## config.mk

```make
export PLATFORM = sky130hd
export DESIGN_NAME = vram_access_unit
export DESIGN_NICKNAME = d
export VERILOG_FILES = /design/src/rtl/vram_access_unit_pkg.sv /design/src/rtl/vram_access_unit_register.sv /design/src/rtl/vram_access_unit.sv
export SDC_FILE = /design/constraint.sdc
export NUM_CORES = 1
export LEC_CHECK = 0
export CORE_ASPECT_RATIO = 1.25
export CORE_UTILIZATION = 50
export DETAILED_ROUTE_END_ITERATION = 10
export GPL_TIMING_DRIVEN = 1
export HOLD_SLACK_MARGIN = 0.12
export MAX_ROUTING_LAYER = met4
export PLACE_DENSITY = 0.76
export SYNTH_ARGS = -nofsm -noshare
export SYNTH_HDL_FRONTEND = slang
export SYNTH_HIERARCHICAL = 1
export SYNTH_SLANG_ARGS = --single-unit
```

## constraint.sdc

```tcl
create_clock -name clock -period 2.29 [get_ports clock]
set_input_delay 0.687 -clock clock [delete_from_list [all_inputs] [get_ports clock]]
set_output_delay 0.687 -clock clock [all_outputs]
set_load 0.02 [all_outputs]
```

## src/rtl/vram_access_unit_pkg.sv

```systemverilog
// Shared HuC6270 definitions: register numbers, address increment encoding
// and the VRAM access FSM states.
package vram_access_unit_pkg;

  typedef logic [4:0] reg_sel_t;

  localparam reg_sel_t REG_MAWR = 5'h00;
  localparam reg_sel_t REG_MARR = 5'h01;
  localparam reg_sel_t REG_VRW  = 5'h02;
  localparam reg_sel_t REG_CR   = 5'h05;

  typedef enum logic [1:0] {
    INC_1   = 2'b00,
    INC_32  = 2'b01,
    INC_64  = 2'b10,
    INC_128 = 2'b11
  } inc_sel_t;

  typedef enum logic [1:0] {
    IDLE  = 2'b00,
    WRITE = 2'b01,
    READ  = 2'b10
  } state_t;

  function automatic logic [15:0] addr_step(input inc_sel_t sel);
    case (sel)
      INC_1:   return 16'd1;
      INC_32:  return 16'd32;
      INC_64:  return 16'd64;
      default: return 16'd128;
    endcase
  endfunction

endpackage

```

## src/rtl/vram_access_unit_register.sv

```systemverilog
// Generic enabled storage register with asynchronous active-low clear.
module Register #(
  parameter int WIDTH = 8
) (
  input  logic             clock,
  input  logic             rst_l,
  input  logic             en,
  input  logic [WIDTH-1:0] d,
  output logic [WIDTH-1:0] q
);

  always_ff @(posedge clock or negedge rst_l) begin
    if (!rst_l) begin
      q <= '0;
    end else if (en) begin
      q <= d;
    end
  end

endmodule

```

## src/rtl/vram_access_unit.sv

```systemverilog
// CPU data-port front end of the VDC: holds the VRAM address/data registers
// and sequences single-word VRAM reads and writes with a one-deep command queue.
module vram_access_unit
  import vram_access_unit_pkg::*;
(
  input  logic        clock,
  input  logic        reset_n,
  input  reg_sel_t    reg_sel,
  input  logic        wr_lsb,
  input  logic        wr_msb,
  input  logic        rd_lsb,
  input  logic        rd_msb,
  input  logic [7:0]  DI,
  output logic [7:0]  DO,
  output logic [15:0] vram_addr,
  output logic [15:0] vram_wdata,
  output logic        vram_we,
  output logic        vram_req,
  input  logic        vram_ack,
  input  logic [15:0] vram_rdata,
  output logic        BUSY_n,
  output logic        ovf
);

  logic [7:0]  latch_q;
  logic [15:0] mawr_q, marr_q, vrr_q, cr_q, wdata_q;
  logic [15:0] mawr_d, marr_d;
  logic [15:0] commit_word, step;
  logic [1:0]  state_q;
  logic [1:0]  pend_q, pend_d;
  logic        ovf_q;
  state_t      state, state_nxt;

  logic commit_mawr, commit_marr, commit_vwr, commit_cr;
  logic ack_write, ack_read, mawr_en, marr_en;
  logic new_valid, new_is_write;
  logic pend_valid_q, pend_is_write_q, pend_valid_nxt, pend_is_write_nxt;
  logic drop;
  logic cr_unused;

  assign commit_word = {DI, latch_q};
  assign commit_mawr = wr_msb && (reg_sel == REG_MAWR);
  assign commit_marr = wr_msb && (reg_sel == REG_MARR);
  assign commit_vwr  = wr_msb && (reg_sel == REG_VRW);
  assign commit_cr   = wr_msb && (reg_sel == REG_CR);

  assign state     = state_t'(state_q);
  assign step      = addr_step(inc_sel_t'(cr_q[12:11]));
  assign cr_unused = ^{cr_q[15:13], cr_q[10:0]};

  assign ack_write = (state == WRITE) && vram_ack;
  assign ack_read  = (state == READ) && vram_ack;

  // A CPU commit on the ack edge overrides the post-access increment.
  assign mawr_en = commit_mawr || ack_write;
  assign mawr_d  = commit_mawr ? commit_word : mawr_q + step;
  assign marr_en = commit_marr || ack_read;
  assign marr_d  = commit_marr ? commit_word : marr_q + step;

  assign new_valid    = commit_vwr || commit_marr || (rd_msb && (reg_sel == REG_VRW));
  assign new_is_write = commit_vwr;

  assign pend_valid_q    = pend_q[1];
  assign pend_is_write_q = pend_q[0];
  assign pend_d          = {pend_valid_nxt, pend_is_write_nxt};

  Register #(.WIDTH(8))  u_latch (.clock(clock), .rst_l(reset_n), .en(wr_lsb),     .d(DI),          .q(latch_q));
  Register #(.WIDTH(16)) u_cr    (.clock(clock), .rst_l(reset_n), .en(commit_cr),  .d(commit_word), .q(cr_q));
  Register #(.WIDTH(16)) u_wdata (.clock(clock), .rst_l(reset_n), .en(commit_vwr), .d(commit_word), .q(wdata_q));
  Register #(.WIDTH(16)) u_mawr  (.clock(clock), .rst_l(reset_n), .en(mawr_en),    .d(mawr_d),      .q(mawr_q));
  Register #(.WIDTH(16)) u_marr  (.clock(clock), .rst_l(reset_n), .en(marr_en),    .d(marr_d),      .q(marr_q));
  Register #(.WIDTH(16)) u_vrr   (.clock(clock), .rst_l(reset_n), .en(ack_read),   .d(vram_rdata),  .q(vrr_q));
  Register #(.WIDTH(2))  u_state (.clock(clock), .rst_l(reset_n), .en(1'b1),       .d(state_nxt),   .q(state_q));
  Register #(.WIDTH(2))  u_pend  (.clock(clock), .rst_l(reset_n), .en(1'b1),       .d(pend_d),      .q(pend_q));
  Register #(.WIDTH(1))  u_ovf   (.clock(clock), .rst_l(reset_n), .en(drop),       .d(1'b1),        .q(ovf_q));

  // IDLE serves the pending slot first; a command arriving that same cycle refills it.
  always_comb begin
    state_nxt         = state;
    pend_valid_nxt    = pend_valid_q;
    pend_is_write_nxt = pend_is_write_q;
    drop              = 1'b0;
    case (state)
      IDLE: begin
        if (pend_valid_q) begin
          state_nxt         = pend_is_write_q ? WRITE : READ;
          pend_valid_nxt    = new_valid;
          pend_is_write_nxt = new_is_write;
        end else if (new_valid) begin
          state_nxt = new_is_write ? WRITE : READ;
        end
      end
      default: begin
        if (vram_ack) begin
          state_nxt = IDLE;
        end
        if (new_valid) begin
          if (pend_valid_q) begin
            drop = 1'b1;
          end else begin
            pend_valid_nxt    = 1'b1;
            pend_is_write_nxt = new_is_write;
          end
        end
      end
    endcase
  end

  always_comb begin
    DO = 8'h00;
    if (reg_sel == REG_VRW) begin
      if (rd_lsb) begin
        DO = vrr_q[7:0];
      end else if (rd_msb) begin
        DO = vrr_q[15:8];
      end
    end
  end

  assign vram_req   = (state != IDLE);
  assign vram_we    = (state == WRITE);
  assign vram_addr  = (state == WRITE) ? mawr_q : marr_q;
  assign vram_wdata = wdata_q;
  assign BUSY_n     = (state == IDLE) && !pend_valid_q;
  assign ovf        = ovf_q;

endmodule

```

# Yosys cells after proc, flatten, opt, wreduce, memory -nomap -nowiden
# Cells that the tools add are included.
dict set report classes {
  muxes 23
  reduce_logical 21
  eq_ne 10
  add_sub_neg 2
}
# operator count
set ops {}
lappend ops {{2-to-1 mux 16 bit} 3}
lappend ops {{adder 16 bit} 2}
lappend ops {{2-to-1 mux 8 bit} 3}
lappend ops {{one-hot mux 8 bit (3 select lines)} 1}
lappend ops {{2-to-1 mux 2 bit} 6}
lappend ops {{2-to-1 mux 1 bit} 10}
lappend ops {{logical AND 1 bit} 8}
lappend ops {{nonzero test 2 bit} 3}
lappend ops {{equality test 5 x 1 -> 1 bit (second input constant)} 1}
lappend ops {{equality test 5 x 2 -> 1 bit (second input constant)} 1}
lappend ops {{equality test 5 x 3 -> 1 bit (second input constant)} 1}
lappend ops {{logical NOT 5 bit} 1}
lappend ops {{equality test 2 x 1 -> 1 bit (second input constant)} 2}
lappend ops {{equality test 2 bit (second input constant)} 2}
lappend ops {{logical NOT 2 bit} 2}
lappend ops {{logical OR 1 bit} 4}
lappend ops {{inequality test 3 x 2 -> 1 bit (second input constant)} 1}
lappend ops {{AND reduction 3 bit} 1}
lappend ops {{inequality test 2 x 1 -> 1 bit (second input constant)} 1}
lappend ops {{inequality test 2 bit (second input constant)} 1}
lappend ops {{AND reduction 2 bit} 1}
lappend ops {{logical NOT 1 bit} 1}
dict set report totals {
  ff_bits 90
  wordCells 66
  output_inout_bits 44
}

# Logic depth before layout (Yosys ltp)
dict set report logic_depth {
  word_depth 7
  ltp_mapped 11
  mapped_depth_nobuf 10
}

# Hierarchy
# Netlist, hierarchy kept.
# mod area_per_inst_um2 seq_area_each_um2 cells_per_inst instances
set modules_own_cells {}
lappend modules_own_cells {{Register (u_cr ...)} 649.4 400.4 34 5}
lappend modules_own_cells {vram_access_unit 1775.5 0.0 302 1}
lappend modules_own_cells {{Register (u_latch)} 331.6 200.2 17 1}
lappend modules_own_cells {{Register (u_pend ...)} 72.6 50.0 4 2}
lappend modules_own_cells {{Register (u_ovf)} 40.0 25.0 2 1}

# Least setup slack after synthesis
# OpenSTA, ideal clock, no wires.
dict set report synth_timing {
  kind {input to register}
  start {in reg_sel[4]}
  end {reg u_mawr.q[10]}
  path_slack_ps -277
  path_stages 8
  setup_ps 125
  arrival_time_ps 2441
  cell_sequence {or4b_4 or3_1 buf_2 buf_2 nand2_1 buf_6 buf_12 mux2_4}
}
dict set report synth_via {
  elab_chain_cells 3
  elab_cells_between_ends 4
  classes_between {mux (1); reduce/logical (3)}
}
# item line
set synth_lines {}
lappend synth_lines {{start, declared} vram_access_unit.sv:8} ;# input reg_sel_t reg_sel,
lappend synth_lines {{logical NOT 5 bit} vram_access_unit.sv:42} ;# assign commit_mawr = wr_msb && (reg_sel == REG_MAWR);
lappend synth_lines {{logical AND 1 bit} vram_access_unit.sv:42}
lappend synth_lines {{logical OR 1 bit} vram_access_unit.sv:55} ;# assign mawr_en = commit_mawr || ack_write;
lappend synth_lines {{named net mawr_en} vram_access_unit.sv:35} ;# logic ack_write, ack_read, mawr_en, marr_en;
lappend synth_lines {{end signal, assigned} vram_access_unit_register.sv:14} ;# q <= '0;
lappend synth_lines {{end signal, assigned} vram_access_unit_register.sv:16} ;# q <= d;
lappend synth_lines {{end, declared} vram_access_unit_register.sv:9} ;# output logic [WIDTH-1:0] q
# The timed path passes the listed nets, and every way through them passes these cells.
# A chain may end at the register's enable or synchronous reset.

# Final worst setup path
dict set report layout_timing {
  start {in reg_sel[0]}
  end {out DO[5]}
}
dict set report layout_via {
  elab_chain_cells 2
}
# item line
set layout_lines {}
lappend layout_lines {{equality test 5 x 2 -> 1 bit} vram_access_unit.sv:111} ;# if (reg_sel == REG_VRW) begin
lappend layout_lines {{2-to-1 mux 8 bit} vram_access_unit.sv:111}
lappend layout_lines {{end, declared} vram_access_unit.sv:14} ;# output logic [7:0] DO,
# No other way between the ends.

==> impl_metrics.py <==
metrics = {
    "run_status": {
        "outcome": "finished with violations",
        "violations": "negative setup slack",
    },
    "sta": {
        "rsz0062_at_grt": "true",
        "worst_pin_slew_ps": 539,
        "slew_headroom": 0.640,
        "hold_viol": 0,
        "post-route-min-period_ps": 2460,
        "fin_crit_sh": 1.08,
        "finClkSkew_ps": 7.90,
        "finalSetupViolations": 26,
        "final_max_slew_viol_count": 0,
        "fmax_mhz": 406,
        "finalWorstSetupSlack_ps": -174,
    },
    "placement": {
        "gp_congestion": 0.963,
        "place_area_sq_um": 6280,
        "post-place-ws_ps": -1020,
        "place_inst": 703,
        "place_hpwl_um": 8940,
        "port_buffers": 79,
    },
    "critical_path": {
        "critPathLaunchType": "primary input",
        "critPathTopFamily": "simple AND/OR/NAND/NOR gates",
        "startpoint": "reg_sel[0]",
        "slowest_delay_ps": 430,
        "critical_path_class": "primary input to primary output",
        "rr_startpoint": "u_cr/q[11]",
        "cp.arrival_ps": 1780,
        "cp_num_cells": 6,
        "r2r-end": "u_mawr/q[12]",
        "endpoint": "DO[5]",
        "crit_chain": "buf_6 -> nand2b_4 -> or4_4 -> buf_12 -> nor2_4 -> buf_6",
        "crit_path_frequent_cell": "buf_6",
        "crit_fanout": 8,
        "ff2ff_path_depth": 12,
        "crit_buf_inv": 3,
        "reg2reg_slack_ps": -130,
        "slowest_stage": "or4_4",
        "crit_path_end_kind": "primary output",
        "cp_data_required_time_ps": 1600,
    },
    "yosys": {
        "yosys_warnings": 6,
        "post_synth.cell_area_avg_sq_um": 10.6,
        "netlist_area_sq_um": 5000,
        "synthCells": 471,
    },
    "clock_tree": {
        "cts.sinks": 79,
        "insertion_delay_ps": 340,
        "path_clk_slew_ps": 60,
        "cts_tree": "built",
        "hold_buffers": 0,
        "cts_buffers": 9,
        "clock_path_buffers": 2,
        "h-tree-depth": 3,
        "clockRootBuffer": "clkbuf_16",
    },
    "route": {
        "drtIter0Drc": 342,
        "firstDrtPassIters": 5,
        "totalWireLength_um": 15700,
        "remaining_drc_errors": 0,
        "vias": 4443,
        "wire_per_inst_um": 21.1,
        "drt.antenna.violating_nets": 0,
        "vias_per_cell": 5.97,
    },
    "floorplanning": {
        "die-area_sq_um": 10400,
        "rows": 40,
        "die_width_um": 91.5,
        "core_area_sq_um": 9660,
        "io_pins": 80,
        "start_util": 0.518,
        "die_y_um": 114,
    },
    "layout": {
        "final_area_sq_um": 7360,
        "syn2layout_area_growth_pct": 47.1,
        "stdcell_count": 744,
        "final_util": 0.762,
        "diodes": 0,
        "drive_above_1_share": 0.485,
        "fin_nets": 656,
    },
    "worst_hold_path": {
        "hold_class": "primary input to async pin",
    },
    "grt": {
        "grt_pass1_wl_um": 22300,
        "track_usage": 0.286,
        "grt_max_degree": 36,
        "grt_overflow": 0,
        "first_global_vias": 4285,
        "antenna_found_initial": 0,
    },
    "power": {
        "power_density_nw_per_um2": 921,
        "leakage_nw": 3.13,
        "irDropWorstVdd_mv": 0.545,
    },
    "flow_run": {
        "drv_cap": 0,
    },
}
## stage by stage
stage / total power [mW] / TNS (ps) / hold WS [ps]
global route: 7.10 / -3420 / 358
global placement: 4.72 / -33690 / 490
CTS: 6.24 / -2050 / 335
finish: 6.77 / -2060 / 319
floorplan: 3.87 / -3080 / 391
detailed placement: 4.80 / -35930 / 495
## routing by layer
metal / global-route usage / vias up / routed length, um
li1: - / 1957 / -
met1: 0.352 / 2196 / 6250
met2: 0.477 / 235 / 7880
met3: 0.0287 / 55 / 908
met4: 0.130 / 0 / 632
met5: - / - / 0
## registers in the layout, summed over array words and instances, names as in the netlist
name       count
u_mawr/q      16
u_marr/q      16
u_cr/q         2
u_ovf/q        1
u_latch/q      8
u_state/q      2
u_vrr/q       16
u_wdata/q     16
u_pend/q       2
## layout make-up
| cell class | instances | area (sq um) |
|---|---|---|
| Timing Repair Buffer | 160 | 1590 |
| Clock inverter | 3 | 20.0 |
| Sequential cell | 79 | 1980 |
| Fill cell | 573 | 2300 |
| Inverter | 9 | 40.0 |
| Clock buffer | 12 | 246 |
| Multi-Input combinational cell | 355 | 3320 |
| Tap cell | 126 | 158 |
## repair_timing
| action | 4_1_cts | 5_1_grt |
|---|---|---|
| setup endpoints to repair | 79 | 50 |
| gates resized for setup | 215 | 98 |
| cloned | 2 | 1 |
| pin swaps | 17 | 37 |
| setup buffers | 15 | 11 |
## layout by cell type (no fill, tap or decap), types with 4 or more instances in the layout
cell	n
nand3_1	6
conb_1	5
buf_12	9
nor3_1	4
nor2b_1	4
a21oi_1	21
xnor2_1	24
mux2_4	64
clkbuf_16	10
xor2_1	4
nand4b_1	4
inv_1	6
mux2_2	29
nor2_4	12
dfrtp_1	79
nor3_2	6
nor2_1	21
nor2_2	5
a21oi_2	8
clkdlybuf4s50_1	43
o21ai_1	6
buf_4	62
a22oi_2	7
buf_6	32
ha_4	6
o21ai_0	13
nand2_1	45
buf_2	6
## worst min-delay path by stage
stage	from	endpoint	slack (ps)	cells past startpoint
2_1_floorplan	reset_n	u_cr/q[11]	390	0
3_3_place_gp	u_wdata/q[13]	u_wdata/q[13]	490	1
3_5_place_dp	u_wdata/q[10]	u_wdata/q[10]	500	1
4_1_cts	reset_n	u_mawr/q[3]	330	1
5_1_grt	reset_n	u_mawr/q[4]	360	1
6_report	reset_n	u_mawr/q[4]	320	1
## power breakdown
part | switching (mW) | total (mW) | internal, mW
Clock | 0.564 | 1.32 | 0.757
Sequential | 0.485 | 2.30 | 1.81
Combinational | 1.42 | 3.15 | 1.74
(Power assumes the default switching activity.)
==> patch 1, RTL diff (config.mk and constraints unchanged) <==
Put a register stage on the output `ovf`, without a reset. The value now appears one clock later. The other outputs are not delayed to match.
--- a/src/rtl/vram_access_unit.sv
+++ b/src/rtl/vram_access_unit.sv
@@ -122,7 +122,9 @@
   assign vram_addr  = (state == WRITE) ? mawr_q : marr_q;
   assign vram_wdata = wdata_q;
   assign BUSY_n     = (state == IDLE) && !pend_valid_q;
-  assign ovf        = ovf_q;
+  always_ff @(posedge clock) begin
+    ovf <= ovf_q;
+  end
 
 endmodule
 
Formal check against the unedited RTL: not equivalent (a bounded check fails within 4 cycles, from zero or initial values and one cycle with reset_n low).
==> patch 1 against the unedited design <==
Global-route usage about the same; wire length down 2.4%; sequential cell count up 1; final area unchanged; critical path type unchanged; power down 0.10%; synthesized area up 0.40%; worst hold slack worse by 0.039 ns; setup slack better by 0.035 ns; highest routed layer unchanged; the run still ends with setup timing left.
==> patch 1: results (changes against the unedited design) <==
INFO  metric run_status = complete, but fails checks
INFO  metric failed_checks = setup timing
INFO  metric placement.cell_area = 6310 um^2 (+0.42%)
INFO  metric worst_pin_slew = 0.574 ns (+0.0351 ns)
INFO  metric finalSetupViolCount = 35 (+35%)
INFO  metric clk_share = 0.0357 (-0.000510)
INFO  metric ratio_of_routed_vias_to_standard_cells = 5.84 (-2.1%)
INFO  metric global_route.usage.total = 0.286 (+0.000317)
INFO  metric placed_cells_incl_taps = 704 (+0.14%)
INFO  metric dp.final_hpwl = 8950 um (+0.11%)
INFO  metric drive_gt1_frac = 0.480 (-0.00504)
INFO  metric detailedRoute.firstPassIterationCount = 8 (+3)
INFO  metric final_cells = 738 (-0.81%)
INFO  metric setup_ws = -0.139 ns (+0.0348 ns)
INFO  metric detail_route.iter0.violations = 343 (+0.29%)
INFO  metric first_global_vias = 4,476 (+4.5%)
INFO  metric cts.sinks = 80 (+1.3%)
INFO  metric grt_pass1_wl = 22,300 um (-0.22%)
INFO  metric detailedPlace.worstSlack = -1.00 ns (+0.0192 ns)
INFO  metric r2r.worst_path.cells = 11 (-1)
INFO  metric p_leak = 3.11 nW (-0.52%)
INFO  metric num-fill-cells = 595 (+3.8%)
INFO  metric layout.clock_buffers = 10 (-2)
INFO  metric synthesis.area_per_instance = 10.6 um^2 (+0.19%)
INFO  metric max-vdd-ir-drop = 0.000681 V (+25%)
INFO  metric timing.clock.skew = 0.00902 ns (+0.00112 ns)
INFO  metric total_negative_setup_slack = -2.29 ns (-0.232 ns)
INFO  metric postLayoutCellArea = 7360 um^2 (unchanged)
INFO  metric routed_wire_length = 15,300 um (-2.4%)
INFO  metric pin_count_of_the_biggest_net_entering_global_routing = 51 (+42%)
INFO  metric nonClockBufferCount = 153 (-4.4%)
patch 1: timing repair:
action	CTS	global route
setup endpoints to repair	76	50
pin swaps	22	43
setup buffers	10	10
gates resized for setup	222	94
cloned	3	1
patch 1: worst paths after layout:
check | slack (ns) | end
worst max-delay path | -0.14 | DO[6]
worst min register to register | 0.38 | ovf
worst min-delay path | 0.28 | u_ovf/q
min in group clock | 0.38 | ovf
max in group asynchronous | 1.38 | u_cr/q[12]
worst max register to register | -0.09 | u_marr/q[11]
patch 1: report_power, final:
part	total (mW)	internal, mW	leakage, nW	switching (mW)
logic	3.11	1.73	1.97	1.38
registers	2.35	1.83	1.02	0.516
clock network	1.31	0.728	0.125	0.578
total	6.76	4.29	3.11	2.47
patch 1: layer usage:
metal / vias to the layer above / share of wire / GRT usage
li1: 1941 / - / -
met3: 51 / 0.058 / 0.0480
met2: 181 / 0.52 / 0.489
met1: 2140 / 0.39 / 0.328
met4: 0 / 0.037 / 0.135
met5: - / 0 / -
==> patch 2, RTL diff (config.mk and constraints unchanged) <==
Without the edit above. Reset style: synchronous (`rst_l`), changed in one clocked block. Comments in the files are not updated.
--- a/src/rtl/vram_access_unit_register.sv
+++ b/src/rtl/vram_access_unit_register.sv
@@ -9,7 +9,7 @@
   output logic [WIDTH-1:0] q
 );
 
-  always_ff @(posedge clock or negedge rst_l) begin
+  always_ff @(posedge clock) begin
     if (!rst_l) begin
       q <= '0;
     end else if (en) begin
Check against the original RTL: differs if reset_n is asserted again (counterexample within 4 cycles, from zero or initial values and one cycle with reset_n low); with reset_n held inactive, the same outputs for 4 cycles.
==> patch 2 against the unedited design <==
The flow still finishes with violations (setup timing); fmax is 1.5% higher; wire length is 11% lower; synthesized area is 3.5% lower; setup slack improved by 0.037 ns; final area down 8.0%; synthesized cell count rose by 18%; first-iteration DRC count decreased by 28%; sequential cell count is the same; critical endpoint unchanged.
Power is not compared: it rests on default switching activity, and its combinational part moved more than twofold at a synthesized area within 25%.
==> patch 2: results (changes against the unedited design) <==
INFO  metric crit_arrival = 1.74 ns (-0.04 ns)
INFO  metric layout.sequential_cells = 79 (unchanged)
INFO  metric r2r_slack = 0.09 ns (+0.22 ns)
INFO  metric global_route.usage.met1 = 0.303 (-0.0490)
INFO  metric global_route.usage.total = 0.278 (-0.00856)
INFO  metric finalSetupViolCount = 9 (-65%)
INFO  metric grt.met3_usage = 0.0471 (+0.0185)
INFO  metric seq_area = 1580 um^2 (-20%)
INFO  metric dp.final_hpwl = 8990 um (+0.55%)
INFO  metric first_global_vias = 4,378 (+2.2%)
INFO  metric place_congestion = 0.893 (-7.3%)
INFO  metric failed_checks = setup timing
INFO  metric multi_input_comb_cells = 434 (+22%)
INFO  metric total_negative_setup_slack = -1.05 ns (+1.01 ns)
INFO  metric coreArea = 9270 um^2 (-4.0%)
INFO  metric placed_cells_incl_taps = 769 (+9.4%)
INFO  metric final_cells = 794 (+6.7%)
INFO  metric finalCoreUtilization = 0.730 (-0.0313)
INFO  metric run_status = complete, but fails checks
INFO  metric design.final.nets = 708 (+7.9%)
INFO  metric detail_route.iter0.violations = 245 (-28%)
INFO  metric hold_path.class = reg -> reg
INFO  metric detailedPlace.worstSlack = -1.03 ns (-0.00684 ns)
INFO  metric layout.clock_buffers = 11 (-1)
INFO  metric route.vias.total = 4,449 (+0.14%)
INFO  metric fin_hold_ws = 0.517 ns (+0.198 ns)
INFO  metric post_synth_inst_count = 555 (+18%)
INFO  metric drive_gt1_frac = 0.261 (-0.225)
INFO  metric timing.clock.skew = 0.00701 ns (-0.000897 ns)
INFO  metric nonClockBufferCount = 133 (-17%)
INFO  metric setup_ws = -0.137 ns (+0.0369 ns)
patch 2: repair_timing:
item / 4_1_cts / 5_1_grt
endpoints found under the hold margin: 0 / 0
pin swaps: 7 / 16
hold buffers: 0 / 0
endpoints found under the setup margin: 66 / 53
resized for setup: 177 / 57
setup buffers: 5 / 2
gates cloned: 3 / 0
patch 2: metal layers:
layer  part of all wire  up-vias
met5                  0        -
met4              0.043        0
met3              0.054       38
met2               0.50      167
met1               0.41     2104
li1                   -     2140
patch 2: path summary, 6_finish.rpt:
kind / startpoint / to / cells after the start
worst max-delay path: reg_sel[0] / DO[5] / 6
worst min-delay path: u_wdata/q[13] / u_wdata/q[13] / 2
worst max register to register: u_cr/q[12] / u_mawr/q[13] / 12
worst min register to register: u_wdata/q[13] / u_wdata/q[13] / 2
patch 2: power breakdown:
part	leakage (nW)	switching, mW	total [mW]	internal, mW
combinational	1.52	0.108	0.244	0.137
sequential	0.638	0.0208	1.41	1.39
clock	0.149	0.592	1.50	0.912
